[src/rtl/fetch_queue_nw.sv]
// fetch_queue_nw: N-wide instruction fetch queue between imem and decode.
//   Fetches WIDTH consecutive instructions per cycle into a circular buffer
//   and presents the oldest WIDTH entries to decode. Decode consumes
//   0..WIDTH entries per cycle, so a stall on lane k holds lanes k and up.
//
// Ports:
//   clock          rising-edge clock
//   reset          async active-low reset
//   fetch_pc       base address of the current fetch group (lane i = +i)
//   fetch_en       imem read enable, all lanes
//   imem_data      WIDTH instructions, lane i at [i*INSTR_W +: INSTR_W]
//   redirect       flush queue and refetch from redirect_pc
//   redirect_pc    new fetch target
//   issue_count    entries consumed by decode this cycle
//   out_instr      oldest WIDTH entries, lane 0 = oldest
//   out_pc         PC of each presented entry
//   out_valid      thermometer, bit i = (count > i)
//   count          current occupancy
//   err_underflow  sticky, decode consumed more than was valid

// Per-lane output stage: forces invalid lanes to zero.
module fetch_queue_nw_lane #(
   parameter int INSTR_W = 32,
   parameter int ADDR_W  = 12
) (
   input  logic               valid,
   input  logic [INSTR_W-1:0] instr,
   input  logic [ADDR_W-1:0]  pc,
   output logic [INSTR_W-1:0] lane_instr,
   output logic [ADDR_W-1:0]  lane_pc
);
   assign lane_instr = valid ? instr : '0;
   assign lane_pc    = valid ? pc    : '0;
endmodule

module fetch_queue_nw #(
   parameter int WIDTH   = 2,
   parameter int DEPTH   = 8,
   parameter int ADDR_W  = 12,
   parameter int INSTR_W = 32
) (
   input  logic                        clock,
   input  logic                        reset,
   output logic [ADDR_W-1:0]           fetch_pc,
   output logic                        fetch_en,
   input  logic [WIDTH*INSTR_W-1:0]    imem_data,
   input  logic                        redirect,
   input  logic [ADDR_W-1:0]           redirect_pc,
   input  logic [$clog2(WIDTH):0]      issue_count,
   output logic [WIDTH*INSTR_W-1:0]    out_instr,
   output logic [WIDTH*ADDR_W-1:0]     out_pc,
   output logic [WIDTH-1:0]            out_valid,
   output logic [$clog2(DEPTH):0]      count,
   output logic                        err_underflow
);
   localparam int PW = $clog2(DEPTH);
   localparam int CW = PW + 1;

   logic [PW-1:0]      head, tail;
   logic [CW-1:0]      cnt;
   logic [ADDR_W-1:0]  pc_q;
   logic               err_q;

   logic [INSTR_W-1:0] q_instr [DEPTH];
   logic [ADDR_W-1:0]  q_pc    [DEPTH];

   logic [CW-1:0]      free_slots, issue_wide, ic_clamp, eff, enq_n;
   logic               uflow;

   // Fetch only with room for a whole group, judged on registered count so
   // a same-cycle dequeue never opens the gate.
   assign free_slots = CW'(DEPTH) - cnt;
   assign fetch_en   = reset && !redirect && (free_slots >= CW'(WIDTH));

   // Over-wide issue is clamped to WIDTH; both over-wide and over-count
   // requests flag underflow.
   assign issue_wide = CW'(issue_count);
   assign ic_clamp   = (issue_wide > CW'(WIDTH)) ? CW'(WIDTH) : issue_wide;
   assign eff        = (ic_clamp > cnt) ? cnt : ic_clamp;
   assign uflow      = (issue_wide > cnt) || (issue_wide > CW'(WIDTH));
   assign enq_n      = fetch_en ? CW'(WIDTH) : '0;

   always_ff @(posedge clock or negedge reset) begin
      if (!reset) begin
         head  <= '0;
         tail  <= '0;
         cnt   <= '0;
         pc_q  <= '0;
         err_q <= 1'b0;
      end else if (redirect) begin
         // Flush: pending issue and this cycle's imem data are dropped.
         head <= '0;
         tail <= '0;
         cnt  <= '0;
         pc_q <= redirect_pc;
      end else begin
         head <= head + eff[PW-1:0];
         cnt  <= cnt + enq_n - eff;
         if (uflow) err_q <= 1'b1;
         if (fetch_en) begin
            tail <= tail + PW'(WIDTH);
            pc_q <= pc_q + ADDR_W'(WIDTH);
         end
      end
   end

   // Storage carries no reset; fetch_en is already low while reset is held.
   always_ff @(posedge clock) begin
      if (fetch_en) begin
         for (int i = 0; i < WIDTH; i++) begin
            q_instr[tail + PW'(i)] <= imem_data[i*INSTR_W +: INSTR_W];
            q_pc[tail + PW'(i)]    <= pc_q + ADDR_W'(i);
         end
      end
   end

   for (genvar g = 0; g < WIDTH; g++) begin : g_lane
      logic [PW-1:0] rd_idx;
      assign rd_idx       = head + PW'(g);
      assign out_valid[g] = (cnt > CW'(g));
      fetch_queue_nw_lane #(.INSTR_W(INSTR_W), .ADDR_W(ADDR_W)) u_lane (
         .valid      (out_valid[g]),
         .instr      (q_instr[rd_idx]),
         .pc         (q_pc[rd_idx]),
         .lane_instr (out_instr[g*INSTR_W +: INSTR_W]),
         .lane_pc    (out_pc[g*ADDR_W +: ADDR_W])
      );
   end

   assign fetch_pc      = pc_q;
   assign count         = cnt;
   assign err_underflow = err_q;
endmodule
[config.mk]
export PLATFORM = sky130hd
export DESIGN_NAME = fetch_queue_nw
export DESIGN_NICKNAME = d
export VERILOG_FILES = /design/src/rtl/fetch_queue_nw.sv
export SDC_FILE = /design/constraint.sdc
export NUM_CORES = 1
export LEC_CHECK = 0
export CORE_AREA = 5 5 234 236
export CTS_CLUSTER_DIAMETER = 50
export DETAILED_ROUTE_END_ITERATION = 8
export DIE_AREA = 0 0 239 241
export PLACE_DENSITY_LB_ADDON = 0.25
export SYNTH_ARGS = -nofsm -noshare
export SYNTH_HDL_FRONTEND = slang
export SYNTH_HIERARCHICAL = 1
export SYNTH_SLANG_ARGS = --single-unit
[constraint.sdc]
create_clock -name clock -period 4.2 [get_ports clock]
set_input_delay 1.05 -clock clock [delete_from_list [all_inputs] [get_ports clock]]
set_output_delay 1.05 -clock clock [all_outputs]
set_load 0.03 [all_outputs]
Word level (Yosys, flattened, before mapping)
Memories as Yosys holds them, arrays and structs flattened.
Cells that the tools add are included.
- $add $sub $neg: 9
- order comparisons: 6
- multiplexer cells: 15
- bitwise logic cells: 1
- reduce and logical (&&, ||, !) cells: 6
- operators by type and width (cell ; count):
    $mux 32 ; 2
    $mux 12 ; 4
    $add 12x1->12 const B ; 1
    $add 12x2->12 const B ; 1
    $mux 3 ; 3
    $gt 2x4->1 ; 2
    $gt 4x1->1 const B ; 2
    $mux 4 ; 2
    $add 3x1->3 const B ; 2
    $add 4x2->4 ; 1
    $ge 4x2->1 const B ; 1
    $mux 2 ; 2
    $sub 4x4->4 ; 1
    $sub 4x4->4 const A ; 1
    $add 3x2->3 const B ; 1
    $add 3x3->3 ; 1
    $gt 2x2->1 const B ; 1
    $logic_and 1x1->1 ; 2
    $mux 1 ; 2
    $reduce_and 2->1 ; 1
    $reduce_bool 2->1 ; 1
    $logic_not 1->1 ; 1
    $logic_or 1x1->1 ; 1
    $not 1->1 ; 1
- bits in registers: 23
- logic and storage cells: 44
- output and inout port bits: 108
- bits in writable memories: 352
- input port bits: 81
- memories: 2
- memories (memory ; depth ; bits a word ; read ports ; clocked after memory_dff ; write ports ; line ; RTL):
    q_instr ; 8 ; 32 ; 2 ; 0 ; 2 ; 64 ; logic [INSTR_W-1:0] q_instr [DEPTH];
    q_pc ; 8 ; 12 ; 2 ; 0 ; 2 ; 65 ; logic [ADDR_W-1:0] q_pc [DEPTH];

Longest topological paths before layout
Gate-level depths: netlist (run 1).
- depth after elaboration: 7
- depth in mapped cells: 14
- depth with buffers taken out: 13

Modules after synthesis
Netlist (run 1), hierarchy kept.
- modules (own cells, without submodules) (module ; seq. area each (µm²) ; cells each ; times used ; area each (µm²)):
    fetch_queue_nw ; 11120.7 ; 1447 ; 1 ; 19955.4
    fetch_queue_nw_lane ; 0.0 ; 48 ; 2 ; 350.3

Worst setup path after synthesis (run 1)
Ideal clock, no wire load.
- path type: flip-flop to flip-flop
- start point: reg cnt[0] (netlist: count[0])
- end point: mem q_instr[6][0] (enable)
- path buffers: 1
- arrival: 3280 ps
- setup time: 406 ps
- cell stages (with the launch flop): 10
- setup slack: 514 ps
- data required time: 3794 ps
- clock period less this slack: 3686 ps
- path through: dfrtp_1 > inv_1 > ha_1 > xnor2_1 > or3_1 > buf_2 > o21ai_4 > or2_2 > inv_1 > and2_1
- RTL lines (element ; line ; RTL):
    from (decl) ; 60 ; logic [CW-1:0] cnt;
    from (signal assigned) ; 98 ; cnt <= cnt + enq_n - eff;
    to (decl) ; 64 ;

Final worst setup path (run 1)
- start point: reg head[0]
- end point: out out_pc[21]
- longest elaborated chain between the ends: 3
- ends and longest elaborated chain (element ; line ; RTL):
    from (decl) ; 59 ; logic [PW-1:0] head, tail;
    from (signal assigned) ; 97 ; head <= head + eff[PW-1:0];
    $add 3x1->3 ; 119 ; assign rd_idx = head + PW'(g);
    $mem_v2 8x12 ; -- ;
    $mux 12 ; 33 ; assign lane_pc = valid ? pc : '0;
    to (decl) ; 51 ; output logic [WIDTH*ADDR_W-1:0] out_pc,
No other way between the ends.

==> flow_summary.json, run 1 <==
{
  "htree_levels": 2,
  "met2WireLength_um": 27160,
  "slew_viol_final": 0,
  "fin_setup_tns_ps": 0,
  "post-route-util_pct": 47.83,
  "final_layout_size_suffix_gt1_share_pct": 32.32,
  "design_area_sq_mm": 0.02499,
  "cts_made_buffers": 46,
  "finalNonFillerCells": 2369,
  "p_seq_share_pct": 27.1,
  "min_path_type": "reg2reg",
  "gr-usage-all-layers_pct": 18.64,
  "crit_chain": "ha_4, buf_4, buf_12, buf_16, mux4_2, mux2_2, and2_2, clkdlybuf4s15_2",
  "die_area_sq_mm": 0.05760,
  "die_h_um": 241,
  "layout_commonest_cell": "nand2_1",
  "yosysUniqueCellTypes": 40,
  "p_int_mw": 11.45,
  "cts_tree": "done",
  "yosysWarningCount": 6,
  "switching_power_mw": 6.808,
  "finalWeightedCongestion": 0.7746,
  "p_clk_share_pct": 21.9,
  "placedInstanceArea_sq_mm": 0.02323,
  "cp.required_ps": 3150,
  "finalWirelength_um": 54680,
  "cp_top_family": "multiplexers",
  "rsz0062_at_grt": "yes",
  "grt_max_degree": 90,
  "worstSetupPathType": "reg2out",
  "fmax_mhz": 240.7,
  "core_area_sq_mm": 0.05224,
  "initial_core_util_pct": 39.54,
  "place_hpwl_um": 32050,
  "portBuffers": 188,
  "ys_seq_area_share_pct": 53.84,
  "slew-limit-headroom_pct": 45.91,
  "cp.arrival_ps": 3100,
  "dr.first_iter.drc_count": 1083,
  "grt_pass1_vias": 13340,
  "netlist_area_sq_mm": 0.02066,
  "path_max_fanout": 13,
  "firstDrtPassIters": 5,
  "path_buf_inv": 4,
  "combPwrFrac_pct": 51.0,
  "num_io_pins": 189,
  "ir_drop_v": 0.0004587,
  "worst_slew_pin_slew_ps": 811.3,
  "endpoint_kind": "primary output",
  "die_x_um": 239,
  "viasPerCell": 5.408,
  "avgSynthCellArea_sq_um": 13.39,
  "clk_pin_slew_ps": 60,
  "p_leak_nw": 9.036,
  "clock_skew_ps": 12.58,
  "period_needed_ps": 4154,
  "power_mw": 18.26,
  "maxCapViolations": 0,
  "clk_latency_ps": 570,
  "globalRouteOverflowTotal": 0,
  "fp-row-count": 84,
  "layout_common_cells": "421 x nand2_1, 352 x edfxtp_1, 176 x mux4_2",
  "num_vias": 12810,
  "synthCells": 1543,
  "ys_seq_elements": 374,
  "drt-met1-wl_um": 23000,
  "layout_worst_path_cycle_share_pct": 98.90,
  "status": "completed",
  "synth_fp_nets": 1646,
  "critPathSlowestCell": "dfrtp_4",
  "grt_pass1_wl_um": 82200,
  "clock-root-buffer": "clkbuf_16",
  "top_layer": "met5",
  "clk_path_buf_depth": 3,
  "cpPeakStageDelay_ps": 510,
  "dpl.cell_count": 2268,
  "antenna_found_initial": 4,
  "drc": 0,
  "met3_length_um": 3542,
  "ant_nets": 0,
  "start_kind": "flop",
  "setup_viol": 0,
  "wire_per_inst_um": 23.08,
  "switching_share_pct": 37.28,
  "clock-sinks": 374,
  "area_growth_pct": 20.96,
  "nets": 1747,
  "power_density_mw_per_mm2": 730.8,
  "hold_viol_final": 0
}
-- cells in the mapped netlist, drive strengths merged --
master	number	area [sq um]
and2	90	673.1
o21bai	1	7.510
and3b	2	17.52
or3	1	6.260
a32oi	1	8.760
and4	2	17.52
a21o	3	22.52
and3	3	18.77
nand2	422	1584
a211oi	2	15.01
nand3	4	20.02
nand2b	2	12.51
edfxtp	352	10570
mux2	95	1070
mux2i	2	20.02
nor2b	5	31.28
xor2	40	350.3
xnor2	22	200.2
nor2	40	150.1
o211ai	4	30.03
clkbuf	142	543.0
o2111ai	2	17.52
o21ai	10	83.83
dfrtp	22	550.5
nand4	4	25.02
a22oi	1	7.510
ha	19	237.7
a21oi	2	10.01
nor3	2	20.02
inv	16	60.05
or2	1	6.260
mux4	176	3964
buf	50	245.2
fa	3	60.06
-- sequential cells by signal (all words and copies together) (netlist names) --
name,flops
q_instr,256
tail,2
err_underflow,1
head,3
fetch_pc,12
count,4
q_pc,96
-- worst paths after layout --
kind	start	end	slack, ps	cells after the start
min reg2reg	err_underflow$_DFFE_PN0P_	err_underflow$_DFFE_PN0P_	480	1
max	head[0]$_DFF_PN0_	out_pc[21]	50	8
max reg2reg	count[0]$_DFF_PN0_	count[3]$_DFF_PN0_	690	13
min	err_underflow$_DFFE_PN0P_	err_underflow$_DFFE_PN0P_	480	1
max in group asynchronous	reset	head[0]$_DFF_PN0_	2850	2
min in group asynchronous	reset	head[2]$_DFF_PN0_	1020	2
-- per-stage QoR --
step	worst slack [ps]	hold slack, ps
final	46.10	477.5
after global routing	-43.62	505.9
after CTS	-64.44	482.0
after detailed placement	180.0	466.6
after global placement	216.0	470.1
after floorplan	513.8	565.9
-- cell type report --
type,instances,area (sq um)
repair buffers,245,2646
flip-flops and latches,374,11130
clock inverters,23,247.7
well taps,688,860.8
fillers,4467,27250
diodes,1,2.502
inverters,16,70.07
multi-input cells,961,8735
clock buffers,61,1291
-- power by group through the flow --
stage	logic (mW)	registers [mW]	clock network (mW)
after global routing	9.96	5.00	4.23
final	9.31	4.95	4.00
after global placement	9.26	4.99	0
after floorplan	6.17	4.93	0
after CTS	9.49	4.95	4.08
after detailed placement	9.30	5.02	0
-- per-layer routing --
layer	track usage (%)	vias up
met3	3.302	63
met2	31.53	437
met5	0	-
met4	4.600	4
li1	-	5749
met1	25.34	6559
-- cells by family after synthesis --
family	after synthesis	synth area share (%)
buffers and inverters	208	4.107
AOI/OAI and AO/OA	26	0.9813
adders and majority gates	22	1.442
xor gates and xnor gates	62	2.665
muxes	273	24.47
DFF	374	53.84
and+or+nand+nor	578	12.50
-- what timing repair did --
item                       CTS  global route
setup endpoints to repair   60            28
hold buffers                 0             0
pin swaps                    1             1
cloned                       5             1
gates resized for setup    131            23
buffers inserted             9             1
Power figures use the tool's default switching activity.
==> inputs of run 2 (changes only) <==
ABC_AREA = 0   (was default)
CORE_AREA = 5 5 223 247   (was 5 5 234 236)
DIE_AREA = 0 0 228 252   (was 0 0 239 241)
==> flow_summary.json, run 2 (synthesis results as in run 1) <==
{
  "cp.arrival_ps": 3090,
  "cpPeakStageDelay_ps": 500,
  "num_io_pins": 189,
  "ant_nets": 0,
  "cts_made_buffers": 43,
  "nets": 1751,
  "final_layout_size_suffix_gt1_share_pct": 31.87,
  "wire_per_inst_um": 23.31,
  "postCtsHoldBufs": 0,
  "layout_common_cells": "421 x nand2_1, 352 x edfxtp_1, 176 x mux4_2",
  "period_needed_ps": 4140,
  "met3_length_um": 3048,
  "r2r-end": "count[3]$_DFF_PN0_",
  "globalRouteOverflowTotal": 0,
  "status": "completed",
  "path_max_fanout": 8,
  "top_layer": "met5",
  "r2r_start": "count[0]$_DFF_PN0_",
  "startpoint": "head[0]$_DFF_PN0_",
  "fin_worst_hold_slack_ps": 482.1,
  "start_kind": "flop",
  "die_area_sq_mm": 0.05746,
  "portBuffers": 188,
  "p_leak_nw": 9.108,
  "area_growth_pct": 20.90,
  "met2WireLength_um": 28390,
  "clk_pin_slew_ps": 60,
  "largest-register": "q_instr",
  "clock-sinks": 374,
  "clock_skew_ps": 16.93,
  "min_path_type": "reg2reg",
  "dr.first_iter.drc_count": 906,
  "grt_pass1_wl_um": 83910,
  "core_area_sq_mm": 0.05208,
  "finalWeightedCongestion": 0.7784,
  "design_area_sq_mm": 0.02497,
  "worst_slew_pin_slew_ps": 841.5,
  "slew_viol_final": 0,
  "layout_commonest_cell": "nand2_1",
  "nFillCells": 4554,
  "power_density_mw_per_mm2": 726.0,
  "critPathSlowestCell": "dfrtp_4",
  "endpoint_kind": "primary output",
  "clk_latency_ps": 570,
  "dpl_worst_slack_ps": 161.3,
  "hold_start": "err_underflow$_DFFE_PN0P_",
  "maxCapViolations": 0,
  "place_hpwl_um": 32570,
  "r2r_cells": 13,
  "crit_chain": "ha_4, buf_12, bufbuf_16, buf_8, mux4_2, mux2_2, and2_2, buf_4",
  "viasPerCell": 5.413,
  "fin_setup_tns_ps": 0,
  "clk_path_buf_depth": 3,
  "cts_tree": "done",
  "hold_viol_final": 0,
  "drt-met1-wl_um": 22360,
  "grt_pass1_vias": 13500,
  "rsz0062_at_grt": "yes",
  "num_vias": 12790,
  "ir_drop_v": 0.0004828,
  "fmax_mhz": 241.6,
  "fp-row-count": 88,
  "initial_core_util_pct": 39.66,
  "slew-limit-headroom_pct": 43.90,
  "htree_levels": 2,
  "largest_register_ff_count": 256,
  "die_x_um": 228,
  "layout_worst_path_cycle_share_pct": 98.56,
  "holdPathEnd": "err_underflow$_DFFE_PN0P_",
  "setup_viol": 0,
  "holdPathStages": 1,
  "worstSetupPathType": "reg2out",
  "firstDrtPassIters": 7,
  "clock-root-buffer": "clkbuf_16",
  "antenna_found_initial": 5,
  "layout_setup_ws_ps": 60.41,
  "drc": 0,
  "cp.required_ps": 3150,
  "die_h_um": 252,
  "regToRegSetupSlack_ps": 850,
  "placedInstanceArea_sq_mm": 0.02321,
  "gr-usage-all-layers_pct": 19.02,
  "grt_max_degree": 90,
  "finalWirelength_um": 55080
}
run 2: critical path: cells and delay by family, from the launching register on:
family	cells	cell delay (ps)
adders and majority gates	1	310
buffers and inverters	4	720
DFF	1	500
muxes	2	770
and+or+nand+nor	1	220
run 2: where the power goes:
part	internal (mW)	leakage, nW	switching [mW]	total (mW)
Combinational	4.46	4.96	4.97	9.43
Sequential	4.66	3.46	0.290	4.95
Clock	2.24	0.690	1.51	3.75
run 2: what timing repair did:
action                                  CTS  global route
gates cloned                              6             1
endpoints found under the hold margin     0             0
resized for setup                       174            23
setup buffers                             9             4
endpoints found under the setup margin   81            23
pin swaps                                 1             1
run 2: final cells by class:
class | count | area (sq um) | share of cell area [%]
Multi-Input combinational cell | 961 | 8743 | 35.01
Sequential cell | 374 | 11130 | 44.58
Tap cell | 675 | 844.6 | 3.382
Timing Repair Buffer | 252 | 2751 | 11.02
Clock inverter | 21 | 224.0 | 0.8968
Inverter | 16 | 77.57 | 0.3106
Clock buffer | 58 | 1185 | 4.745
Antenna cell | 6 | 15.01 | 0.06012
run 2: per-stage QoR:
step                std cells  total power, mW  util [%]
floorplan                1543            11.11         -
global placement         2258            14.28     44.57
detailed placement       2258            14.35     44.57
CTS                      2352            18.31     47.81
global route             2358            19.04     47.93
finish                   2363            18.13     47.95
run 2: worst max path at each step:
stage	cells after the start	end
after floorplan	9	q_instr[6][0]$_DFFE_PP_
after detailed placement	13	count[3]$_DFF_PN0_
after global routing	8	out_instr[34]
after global placement	13	count[3]$_DFF_PN0_
final	8	out_instr[32]
after CTS	8	out_instr[48]
run 2: per-layer routing:
layer	vias to the layer above	GRT usage, %
met4	2	5.463
met1	6550	24.16
met2	387	33.55
met3	89	3.567
met5	-	0
li1	5762	-
==> inputs of run 3 (changes only) <==
CELL_PAD_IN_SITES_DETAIL_PLACEMENT = 0   (was default)
CELL_PAD_IN_SITES_GLOBAL_PLACEMENT = 1   (was default)
clock period = 4.5 ns   (was 4.2 ns; I/O delays follow)
==> flow_summary.json, run 3 (synthesis results as in run 1) <==
{
  "finalWeightedCongestion": 0.7478,
  "cpPeakStageDelay_ps": 550,
  "cts_tree": "done",
  "core_area_sq_mm": 0.05208,
  "globalRouteOverflowTotal": 0,
  "finalNonFillerCells": 2341,
  "die_x_um": 228,
  "worstSetupPathType": "reg2out",
  "slew_viol_final": 0,
  "grt_max_degree": 90,
  "power_density_mw_per_mm2": 675.1,
  "setup.worst_path.end": "out_instr[32]",
  "setup_viol": 0,
  "place_hpwl_um": 31420,
  "fp-row-count": 88,
  "cp_num_cells": 7,
  "die_area_sq_mm": 0.05746,
  "cp_top_family": "multiplexers",
  "r2r_start": "count[0]$_DFF_PN0_",
  "power_mw": 16.65,
  "largest-register": "q_instr",
  "clk_latency_ps": 570,
  "area_growth_pct": 19.43,
  "rsz0062_at_grt": "no",
  "clk_pin_slew_ps": 60,
  "clock-root-buffer": "clkbuf_16",
  "clock-sinks": 374,
  "r2r_cells": 13,
  "startpoint": "head[0]$_DFF_PN0_",
  "period_needed_ps": 4340,
  "final_layout_size_suffix_gt1_share_pct": 29.75,
  "clock_skew_ps": 18.75,
  "p_seq_share_pct": 27.7,
  "cts_made_buffers": 45,
  "path_max_fanout": 13,
  "ir_drop_v": 0.0003592,
  "grt_pass1_wl_um": 83000,
  "largest_register_ff_count": 256,
  "placedInstanceArea_sq_mm": 0.02314,
  "cp.arrival_ps": 3210,
  "layout_worst_path_cycle_share_pct": 96.44,
  "path_buf_inv": 3,
  "status": "completed",
  "hold_viol_final": 0,
  "htree_levels": 2,
  "start_kind": "flop",
  "combPwrFrac_pct": 51.7,
  "dr.first_iter.drc_count": 962,
  "ant_nets": 0,
  "critPathSlowestCell": "dfrtp_4",
  "fin_setup_tns_ps": 0,
  "dpl.cell_count": 2248,
  "r2r-end": "count[3]$_DFF_PN0_",
  "maxCapViolations": 0,
  "num_io_pins": 189,
  "p_leak_nw": 8.749,
  "min_path_type": "reg2reg",
  "drc": 0,
  "antenna_found_initial": 3,
  "fmax_mhz": 230.4,
  "p_clk_share_pct": 20.6,
  "num_vias": 12730,
  "finalWirelength_um": 55270,
  "design_area_sq_mm": 0.02467,
  "worst_slew_pin_slew_ps": 986.1,
  "switching_share_pct": 37.81,
  "cp.required_ps": 3380,
  "p_int_mw": 10.36,
  "initial_core_util_pct": 39.66,
  "nets": 1732,
  "layout_common_cells": "421 x nand2_1, 352 x edfxtp_1, 176 x mux4_2",
  "wire_per_inst_um": 23.61,
  "clk_path_buf_depth": 3,
  "firstDrtPassIters": 5,
  "viasPerCell": 5.436,
  "switching_power_mw": 6.297,
  "postCtsHoldBufs": 0,
  "grt_pass1_vias": 13390,
  "nFillCells": 4553,
  "crit_chain": "ha_4, buf_4, bufbuf_16, mux4_2, mux2_2, and2_2, clkdlybuf4s15_2",
  "die_h_um": 252,
  "regToRegSetupSlack_ps": 880,
  "layout_commonest_cell": "nand2_1",
  "endpoint_kind": "primary output",
  "holdPathStages": 1,
  "portBuffers": 188,
  "gr-usage-all-layers_pct": 18.87,
  "slew-limit-headroom_pct": 34.26
}
run 3: cell types whose count changed in the layout (fill, tap and decap cells not counted), moves of 5 or more:
| cell | delta |
|---|---|
| clkdlybuf4s50_1 | +42 |
| dlygate4sd2_1 | -18 |
| buf_2 | -16 |
| buf_4 | -12 |
| clkdlybuf4s15_2 | +7 |
| dlymetal6s2s_1 | -6 |
| buf_6 | -5 |
run 3: area by class of cell:
type / count / area (sq um) / area share, %
Sequential cell: 374 / 11130 / 45.11
Multi-Input combinational cell: 961 / 8730 / 35.39
Timing Repair Buffer: 231 / 2501 / 10.14
Clock buffer: 63 / 1246 / 5.052
Tap cell: 675 / 844.6 / 3.423
Clock inverter: 19 / 145.1 / 0.5883
Inverter: 16 / 68.82 / 0.2789
Antenna cell: 2 / 5.005 / 0.02029
run 3: how the worst min path moves through the flow:
stage	start	to
global route	err_underflow$_DFFE_PN0P_	err_underflow$_DFFE_PN0P_
finish	err_underflow$_DFFE_PN0P_	err_underflow$_DFFE_PN0P_
floorplan	tail[2]$_DFFE_PN0N_	tail[2]$_DFFE_PN0N_
CTS	err_underflow$_DFFE_PN0P_	err_underflow$_DFFE_PN0P_
detailed placement	err_underflow$_DFFE_PN0P_	err_underflow$_DFFE_PN0P_
global placement	err_underflow$_DFFE_PN0P_	err_underflow$_DFFE_PN0P_
run 3: what timing repair did:
action / 4_1_cts / 5_1_grt
gates cloned: 2 / 1
gates resized for setup: 60 / 3
buffers inserted: 4 / 2
endpoints found under the setup margin: 74 / 19
pin swaps: 1 / 0
run 3: through the flow:
step	util (%)	hold slack, ps	worst slack [ps]
finish	47.37	479.1	160.2
global route	47.36	523.4	28.56
CTS	47.27	484.3	11.59
detailed placement	44.44	466.9	328.0
global placement	44.44	467.3	354.2
floorplan	-	565.9	813.8
run 3: metal layers:
layer	vias up	GRT usage, %	wire, um	share of wire, %
li1	5719	-	-	-
met1	6576	24.52	23300	42
met2	358	33.30	27930	51
met3	72	3.365	2791	5.1
met4	0	4.391	1244	2.3
met5	-	0	0	0
run 3: power groups by stage:
stage / combinational [mW] / sequential [mW] / clock, mW
2_1_floorplan: 5.76 / 4.61 / 0
4_1_cts: 8.74 / 4.62 / 3.51
6_report: 8.61 / 4.62 / 3.43
3_3_place_gp: 8.71 / 4.65 / 0
5_1_grt: 9.19 / 4.66 / 3.64
3_5_place_dp: 8.73 / 4.68 / 0
==> patch (settings of run 1) <==
Make the reset (`reset`) synchronous in one clocked block. Comments in the files are not updated.
--- a/src/rtl/fetch_queue_nw.sv
+++ b/src/rtl/fetch_queue_nw.sv
@@ -82,3 +82,3 @@
 
-   always_ff @(posedge clock or negedge reset) begin
+   always_ff @(posedge clock) begin
       if (!reset) begin
Function: differs if reset is asserted again (counterexample within 4 cycles, from zero or initial values and one cycle with reset low); with reset held inactive, the same outputs for 4 cycles.
==> patch against run 1 <==
- final area decreased by 9.0%
- count of clock-buffer cells in the layout decreased by 7
- sequential cell count unchanged
- worst setup slack improved by 0.10 ns
- routed wire length decreased by 20%
- total power decreased by 27%
- maximum frequency increased by 2.5%
- combinational power decreased by 48%
- synthesized area decreased by 13%
- critical endpoint is now out_instr[20]
- largest cell class unchanged
==> patch: results (changes against run 1) <==
Worst setup path:
- The maximum fanout along the worst path is 46 (+33).
- The reg2reg setup slack came to 0.96 ns (+0.27 ns).

Clock tree:
- After clock tree synthesis, the clock-pin slew on the worst setup and hold paths is 0.05 ns.
- The clock insertion delay at the later pin of the skew report is 0.57 ns (about the same).
- The largest buffer count on any clock path is 3 (unchanged).
- The H-tree level count came to 2 (unchanged).
- The total clock buffers created by CTS is 48 (+4.3%).
- The buffer cell driving the clock tree root is clkbuf_16.

STA:
- The number of hold-slack violations in the final timing report came to 0 (unchanged).
- The largest clock skew in the final design is 0.0271 ns (+0.0145 ns).
- The minimum clock period after layout is 4.05 ns (-0.100 ns).
- The transition time of the tightest slew-check pin is 0.526 ns (-0.285 ns).

Final layout:
- The number of flip-flops in the largest register is 256 (unchanged).
- More flip-flops sit in one register than any other, and that register is q_instr.
- The share of layout cells above drive strength 1 is 0.404 (+0.0808).
- The number of non-filler instances in the completed layout came to 1892 (-20%).
- The number of nets in the final layout is 1267 (-27%).

Logic synthesis:
- In the post-synthesis netlist, the biggest area contributors are edfxtp_1 59%, mux4_2 22%, mux2_2 5.5%.
- The warning count from the yosys run is 6 (unchanged).
- The commonest cells after synthesis are 352 x edfxtp_1, 176 x mux4_2, 88 x and2_2, 88 x mux2_2, 25 x buf_2.
- The synthesized net count is 1055 (-36%).
- The most instantiated flip-flop cell in the synthesis netlist is edfxtp_1.
- The gate count of the mapped netlist is 952 (-38%).
- The count of cell types in the netlist is 39 (-2.5%).
- The post-synthesis async set-or-reset flop share is 0 (-0.0588).
- The proportion of synthesized chip area in sequential cells is 0.611 (+0.0724).
- The number of synthesized flops with an enable pin is 352 (unchanged).

Placement:
- The detailed placement HPWL is 26100 um (-19%).
- The routability congestion estimate is 0.739 (-4.6%).
- The total placed cells including tap cells is 1796 (-21%).
- The post-placement cell area is 21100 um^2 (-9.3%).
- The count of input and output buffers is 188 (unchanged).
- The setup slack after placement came to 0.131 ns (-0.0488 ns).

Routing:
- The wire length after detailed routing was 43800 um (-20%).
- The detailed router's first-iteration violation count is 469 (-57%).
- The total number of vias is 9869 (-23%).
- The number of iterations in the first detailed-routing pass is 4 (-1).

Pwr:
- The total leakage power is 7.44 nW (-18%).
- The internal power is 9.07 mW (-21%).
- The maximum VDD drop is 0.313 mV (-32%).

Global route:
- The number of global-route vias before repair came to 10900 (-18%).
- The first-pass GRT wire length was 65100 um (-21%).
- The number of antenna violations at the first check in global routing is 3 (-1).
- The pin count of the biggest net entering global routing was 93 (+3.3%).
- The overall global routing resource usage is 0.148 (-0.0385).

Worst hold path:
- The min-delay analysis places its worst path in the category reg -> reg.

Run status:
- The flow ran to the end, and the final reports show no timing, DRC or antenna violations.
-- patch: changes by cell type after synthesis, moves of 12 or more --
cell | run 1 | this run
xor2_1 | 40 | 8
buf_2 | 46 | 25
dfrtp_1 | 22 | 0
nand2_1 | 422 | 17
dfxtp_1 | 0 | 22
xnor2_1 | 21 | 9
clkbuf_1 | 134 | 22
nor2_1 | 40 | 10
-- patch: through the flow --
step	util	hold slack (ns)
floorplan	-	0.465
CTS	0.434	0.488
finish	0.435	0.484
global route	0.435	0.519
detailed placement	0.403	0.462
global placement	0.403	0.468
-- patch: per-layer routing --
| layer | GRT usage | wire length (um) | up-vias |
|---|---|---|---|
| li1 | - | - | 4367 |
| met1 | 0.189 | 18500 | 5235 |
| met2 | 0.259 | 22300 | 217 |
| met3 | 0.0280 | 2080 | 50 |
| met4 | 0.0441 | 905 | 0 |
| met5 | 0 | 0 | - |
-- patch: path summary, 6_finish.rpt --
| check | from | depth (start not counted) | end |
|---|---|---|---|
| max | head[1] | 5 | out_instr[20] |
| min | err_underflow | 1 | err_underflow |
| max reg2reg | count[0] | 10 | count[3] |
| min reg2reg | err_underflow | 1 | err_underflow |
-- patch: kinds of logic after synthesis --
logic type                 Yosys count  synth area share
AOI/OAI and AO/OA                   36            0.0126
buffers and inverters               79            0.0187
DFF                                374             0.611
adders and majority gates           22            0.0165
muxes                              266             0.276
and+or+nand+nor                    158            0.0572
xor gates and xnor gates            17           0.00826
-- patch: cell type report --
cell class / count / area [um^2]
tap: 688 / 861
clock buffer: 54 / 1250
multi-input combinational: 499 / 6740
inverter: 13 / 48.8
antenna: 1 / 2.50
timing repair buffer: 228 / 2500
sequential: 374 / 11000
clock inverter: 35 / 310
fill: 4523 / 29500
-- patch: repair_timing --
| item | in CTS | in global routing |
|---|---|---|
| setup buffers | 3 | 0 |
| hold endpoints to repair | 0 | 0 |
| setup endpoints to repair | 47 | 18 |
| resized for setup | 36 | 10 |
| pin swaps | 1 | 0 |
| gates cloned | 1 | 2 |
-- patch: power groups by stage --
stage / sequential [mW] / combinational [mW] / clock [mW]
after floorplan: 4.70 / 3.03 / 0
after global placement: 4.68 / 4.92 / 0
after detailed placement: 4.70 / 4.93 / 0
after CTS: 4.63 / 4.96 / 4.05
after global routing: 4.66 / 5.17 / 4.23
final: 4.63 / 4.84 / 3.93
-- patch: worst max-delay path: stages, from the launching register on --
cell and delay, ns:
dfxtp_4 0.39, buf_12 0.30, mux4_2 0.57, mux2_2 0.27, and2_2 0.20, clkdlybuf4s50_1 0.61
